$ cat src/rtl/fetch_prefetch_unit_pkg.sv
// Shared fetch definitions: text segment bounds, queue entry payload and fetch state.
package fetch_prefetch_unit_pkg;

  localparam logic [31:0] TEXT_BEGIN = 32'h0040_0000;
  localparam logic [31:0] TEXT_END   = 32'h0040_0FFF;

  typedef struct packed {
    logic [31:0] pc;
    logic [31:0] word;
    logic        fault;
  } fetch_entry_t;

  typedef enum logic {
    FETCH_RUN  = 1'b0,
    FETCH_HALT = 1'b1
  } fetch_state_e;

endpackage

$ cat src/rtl/fetch_queue.sv
// Circular prefetch queue of fetch entries; flush empties it, push and pop may coincide.
module fetch_queue
  import fetch_prefetch_unit_pkg::*;
#(
  parameter int unsigned DEPTH = 4
) (
  input  logic                     clock,
  input  logic                     reset,
  input  logic                     flush,
  input  logic                     push,
  input  fetch_entry_t             push_data,
  input  logic                     pop,
  output fetch_entry_t             head_data,
  output logic [$clog2(DEPTH):0]   count,
  output logic                     full,
  output logic                     empty
);

  localparam int unsigned PTR_W = $clog2(DEPTH);
  localparam int unsigned CNT_W = $clog2(DEPTH) + 1;

  fetch_entry_t     mem [DEPTH];
  logic [PTR_W-1:0] rd_ptr;
  logic [PTR_W-1:0] wr_ptr;

  // Pointers wrap naturally because DEPTH is a power of two.
  always_ff @(posedge clock) begin
    if (reset || flush) begin
      rd_ptr <= '0;
      wr_ptr <= '0;
      count  <= '0;
    end else begin
      if (push) wr_ptr <= wr_ptr + PTR_W'(1);
      if (pop)  rd_ptr <= rd_ptr + PTR_W'(1);
      count <= count + CNT_W'(push) - CNT_W'(pop);
    end
  end

  // Storage needs no reset: nothing is visible until count says so.
  always_ff @(posedge clock) begin
    if (push && !flush) mem[wr_ptr] <= push_data;
  end

  assign head_data = mem[rd_ptr];
  assign empty     = (count == '0);
  assign full      = (count == CNT_W'(DEPTH));

endmodule

$ cat src/rtl/fetch_prefetch_unit.sv
// Instruction prefetcher: issues sequential fetches into a small queue, flushes on redirect,
// and halts after issuing an address outside the text segment or misaligned.
module fetch_prefetch_unit
  import fetch_prefetch_unit_pkg::*;
#(
  parameter int unsigned DEPTH = 4
) (
  input  logic        clock,
  input  logic        reset,
  output logic [31:0] mem_address,
  input  logic [31:0] mem_read_data,
  input  logic        redirect_valid,
  input  logic [31:0] redirect_pc,
  output logic        inst_valid,
  input  logic        inst_ready,
  output logic [31:0] inst_pc,
  output logic [31:0] inst_word,
  output logic        inst_fault
);

  localparam int unsigned CNT_W = $clog2(DEPTH) + 1;
  localparam int unsigned OCC_W = CNT_W + 1;

  fetch_state_e     state_q, state_d;
  logic [31:0]      fetch_pc_q, fetch_pc_d;
  logic             inflight_q;
  logic [31:0]      inflight_pc_q;
  logic             inflight_fault_q;

  logic             fault_c;
  logic             pop_c;
  logic             push_c;
  logic             issue_c;
  logic [OCC_W-1:0] occupancy_c;

  logic [CNT_W-1:0] count;
  logic             full;
  logic             empty;
  fetch_entry_t     push_data;
  fetch_entry_t     head_data;

  assign mem_address = fetch_pc_q;

  assign fault_c = (fetch_pc_q[1:0] != 2'b00) ||
                   (fetch_pc_q < TEXT_BEGIN)  ||
                   (fetch_pc_q > TEXT_END);

  // Redirect outranks every queue operation and any new issue.
  assign pop_c       = !empty && inst_ready && !redirect_valid;
  assign push_c      = inflight_q && !redirect_valid && (!full || pop_c);
  assign occupancy_c = OCC_W'(count) - OCC_W'(pop_c) + OCC_W'(inflight_q);
  assign issue_c     = (state_q == FETCH_RUN) && !redirect_valid &&
                       (occupancy_c < OCC_W'(DEPTH));

  always_ff @(posedge clock) begin
    if (reset) begin
      state_q          <= FETCH_RUN;
      fetch_pc_q       <= TEXT_BEGIN;
      inflight_q       <= 1'b0;
      inflight_pc_q    <= '0;
      inflight_fault_q <= 1'b0;
    end else begin
      state_q          <= state_d;
      fetch_pc_q       <= fetch_pc_d;
      inflight_q       <= issue_c;
      inflight_pc_q    <= fetch_pc_q;
      inflight_fault_q <= fault_c;
    end
  end

  always_comb begin
    state_d    = state_q;
    fetch_pc_d = fetch_pc_q;
    if (redirect_valid) begin
      state_d    = FETCH_RUN;
      fetch_pc_d = redirect_pc;
    end else if (issue_c) begin
      fetch_pc_d = fetch_pc_q + 32'd4;
      if (fault_c) state_d = FETCH_HALT;
    end
  end

  // A faulting fetch never uses the bus word.
  always_comb begin
    push_data       = '0;
    push_data.pc    = inflight_pc_q;
    push_data.word  = inflight_fault_q ? 32'h0000_0000 : mem_read_data;
    push_data.fault = inflight_fault_q;
  end

  fetch_queue #(
    .DEPTH (DEPTH)
  ) u_queue (
    .clock     (clock),
    .reset     (reset),
    .flush     (redirect_valid),
    .push      (push_c),
    .push_data (push_data),
    .pop       (pop_c),
    .head_data (head_data),
    .count     (count),
    .full      (full),
    .empty     (empty)
  );

  assign inst_valid = !empty;
  assign inst_pc    = empty ? 32'h0 : head_data.pc;
  assign inst_word  = empty ? 32'h0 : head_data.word;
  assign inst_fault = empty ? 1'b0  : head_data.fault;

endmodule

$ cat config.mk
export PLATFORM = sky130hd
export DESIGN_NAME = fetch_prefetch_unit
export DESIGN_NICKNAME = d
export VERILOG_FILES = /design/src/rtl/fetch_prefetch_unit_pkg.sv /design/src/rtl/fetch_queue.sv /design/src/rtl/fetch_prefetch_unit.sv
export SDC_FILE = /design/constraint.sdc
export NUM_CORES = 1
export LEC_CHECK = 0
export ABC_AREA = 1
export ABC_CLOCK_PERIOD_IN_PS = 4500
export CORE_UTILIZATION = 25
export DETAILED_ROUTE_END_ITERATION = 16
export PLACE_DENSITY = 0.43
export SLEW_MARGIN = 15
export SYNTH_ARGS = -nofsm -noshare
export SYNTH_HDL_FRONTEND = slang
export SYNTH_HIERARCHICAL = 1
export SYNTH_SLANG_ARGS = --single-unit
$ cat constraint.sdc
create_clock -name clock -period 4.5 [get_ports clock]
set_clock_uncertainty 0.1 [all_clocks]
set_input_delay 0.45 -clock clock [delete_from_list [all_inputs] [get_ports clock]]
set_output_delay 0.45 -clock clock [all_outputs]
set_load 0.02 [all_outputs]
==> impl_metrics.yaml <==
power:
  leakage_nw: 7.21
  p_int_mw: 5.30
  power_frac_comb_pct: 6.6
  seqPwrFrac_pct: 50.3
  powerDensity_nw_per_um2: 365
  vdd_drop_max_v: 0.000253
  p_switching_mw: 1.61
  switching_share_pct: 23.4
  p_clk_share_pct: 43.1
floorplanning:
  boundaryPins: 166
  fp.dieH_um: 250
  die_w_um: 250
  initial_core_util_pct: 25.3
  core_um2: 60500
  dieArea_um2: 62300
  rows: 90
timing:
  fin_hold_ws_ns: 0.279
  fin_crit_ns: 3.65
  worst_slew_pin_slew_ns: 0.952
  setup_slack_ns: 0.851
  report.final.slew_viol_count: 0
  fmax_mhz: 274
  fin_crit_sh_pct: 81.1
  setup-violations-final: 0
  hold_viol: 0
  relSlewSlack_pct: 36.5
  grt_setup_unrepaired: "no"
cts:
  path_clk_slew_ns: 0.06
  cts_buffer_depth: 3
  cts_tree: "built"
  insertion_delay_ns: 0.55
  hold_buffers: 0
  htree_levels: 2
  ctsResizeCount: 0
  clockRootBuffer: "clkbuf_16"
  cts_buffers: 40
  postCtsSetupRepairBufs: 0
  cts_sinks: 336
min_path:
  hold_class: "in2reg"
  hold_path_end: "mem_address[23]$_SDFFE_PP0P_"
  holdCritStartpoint: "reset"
  whs_path_depth: 4
synthesis:
  async_reset_ff_share_pct: 0
  synth_mux_area_share_pct: 0
  syn_inst: 1569
  avgSynthCellArea_um2: 9.77
  synth_nets: 1648
  synth_top_area_cell: "edfxtp_1"
  synth_xor_area_share_pct: 0.514
  synth_edf_count: 260
  yosysMostFrequentCell: "nand2_1"
  synth_compound_area_share_pct: 11.5
  synth.ff_latch_count: 336
  synth_fa_ha_area_share_pct: 0.947
  ys_warn_count: 6
  synth.area.top_cells: "edfxtp_1 51%, dfxtp_1 9.9%, nand2_1 7.6%, inv_1 7.4%, o211ai_2 5.3%"
  synth.top_cell.area_share_pct: 50.9
  yosys.area_share.simple_pct: 15.4
  synth_area_um2: 15300
  synth.distinct_cells: 36
  yosysSeqAreaShare_pct: 60.9
  ys.flop_type: "edfxtp_1"
  synth_commonest_cells: "310 x nand2_1, 303 x inv_1, 260 x edfxtp_1, 210 x nor2_1, 76 x dfxtp_1"
  synth_top_family_by_area: "simple AND/OR/NAND/NOR gates"
place:
  place_inst: 2468
  portBuffers: 165
  pre_cts_ws_ns: 1.05
  place_congestion: 0.869
  placedInstanceArea_um2: 17700
  hpwlAfterDp_mm: 25.6
cells_and_area:
  num_antenna_cells: 0
  fin_area_um2: 18900
  drive_gt1_share_pct: 10.1
  area_growth_pct: 23.4
  nets: 1807
  layout.cells.non_filler: 2542
grt:
  grt_pass1_wl_mm: 61.1
  grt_pass1_vias: 10421
  grt_usage_pct: 12.6
  grt_max_degree: 76
  antenna_found_initial: 0
  overflow: 0
worst_setup_path:
  end_kind: "primary output"
  regToRegStartpoint: "u_queue/count[2]$_SDFF_PP0_"
  worstSetupStartpointType: "flop"
  r2r_cells: 18
  reg2reg_slack_ns: 1.39
  crit_type: "reg2out"
  arrival_ns: 3.10
  crit_required_ns: 3.95
  path_max_fanout: 60
  r2r_end: "mem_address[11]$_SDFFE_PP0P_"
job:
  cap_violations: 0
route:
  routed_wl_mm: 39.4
  ant_nets: 0
  drc_errors: 0
  via_count: 10573
  dr.pass1.iters: 5
  drt-initial-drc-count: 662
  wl_per_cell_um: 15.5
  via_per_inst: 4.16
status:
  run_status: "complete, no violations"
stage by stage:
step | utilization (%) | setup TNS (ns) | power (mW)
global placement | 29.3 | 0 | 4.00
CTS | 31.3 | 0 | 7.04
floorplan | - | -89.12 | 3.76
finish | 31.3 | 0 | 6.91
detailed placement | 29.3 | 0 | 4.00
global route | 31.3 | 0 | 7.20
registers in the layout, summed over array words and instances (netlist names), named ones only:
name and count:
inflight_fault_q 1, inflight_pc_q 32, inflight_q 1, mem_address 32
state_q 1, u_queue/count 3, u_queue/mem 260, u_queue/rd_ptr 2
u_queue/wr_ptr 2
power groups by stage:
stage | sequential, mW | clock [mW] | combinational (mW)
after floorplan | 3.53 | 0 | 0.224
after CTS | 3.48 | 3.10 | 0.466
after detailed placement | 3.54 | 0 | 0.463
after global routing | 3.48 | 3.21 | 0.505
final | 3.48 | 2.98 | 0.455
after global placement | 3.54 | 0 | 0.460
kinds of logic (layout without fill, tap and decap cells):
logic type / Yosys count / in the layout
adder cells (fa/ha/maj): 11 / 11
buffers and inverters: 376 / 567
AO/OA/AOI/OAI: 246 / 246
XOR/XNOR: 9 / 9
AND/OR/NAND/NOR: 591 / 591
flip-flops: 336 / 336
per-layer routing:
metal  share of wire [%]  up-vias  track usage (%)
met5                   0        -                0
li1                    -     5356                -
met3                 4.6       44             2.41
met1                  48     4936             17.6
met2                  45      237             20.2
met4                 1.7        0             3.02
final cells by class:
| cell class | count | area [um2] |
|---|---|---|
| Clock inverter | 14 | 100 |
| Multi-Input combinational cell | 857 | 4390 |
| Fill cell | 6253 | 41600 |
| Timing Repair Buffer | 187 | 1850 |
| Clock buffer | 60 | 1110 |
| Inverter | 306 | 1150 |
| Tap cell | 782 | 978 |
| Sequential cell | 336 | 9340 |
worst max-delay path, cell delays in order, from the launching register on:
cell	delay, ns
dfxtp_4	0.93
buf_4	0.50
o211ai_2	0.14
nand2_1	0.14
inv_1	0.05
nor2_1	0.09
clkdlybuf4s50_1	0.62
cell usage in the layout, fill, tap and decap left out, drive strengths merged, types with 4 or more instances in the layout:
master         instances
clkbuf                60
nand4                  5
o21ai                 93
nand2                314
nand3                 47
clkinv                12
ha                    10
inv                  307
edfxtp               260
clkdlybuf4s50        164
nor3                   4
buf                   23
dfxtp                 76
nor2                 220
o211ai                66
xor2                   8
a21oi                 86
how the worst max path moves through the flow:
stage / endpoint / depth (start not counted)
final: inst_pc[30] / 6
after global routing: inst_pc[29] / 6
after CTS: inst_pc[30] / 6
after detailed placement: mem_address[11]$_SDFFE_PP0P_ / 17
after global placement: mem_address[11]$_SDFFE_PP0P_ / 17
after floorplan: u_queue/mem[0][0]$_DFFE_PP_ / 8
(Power assumes the default switching activity.)
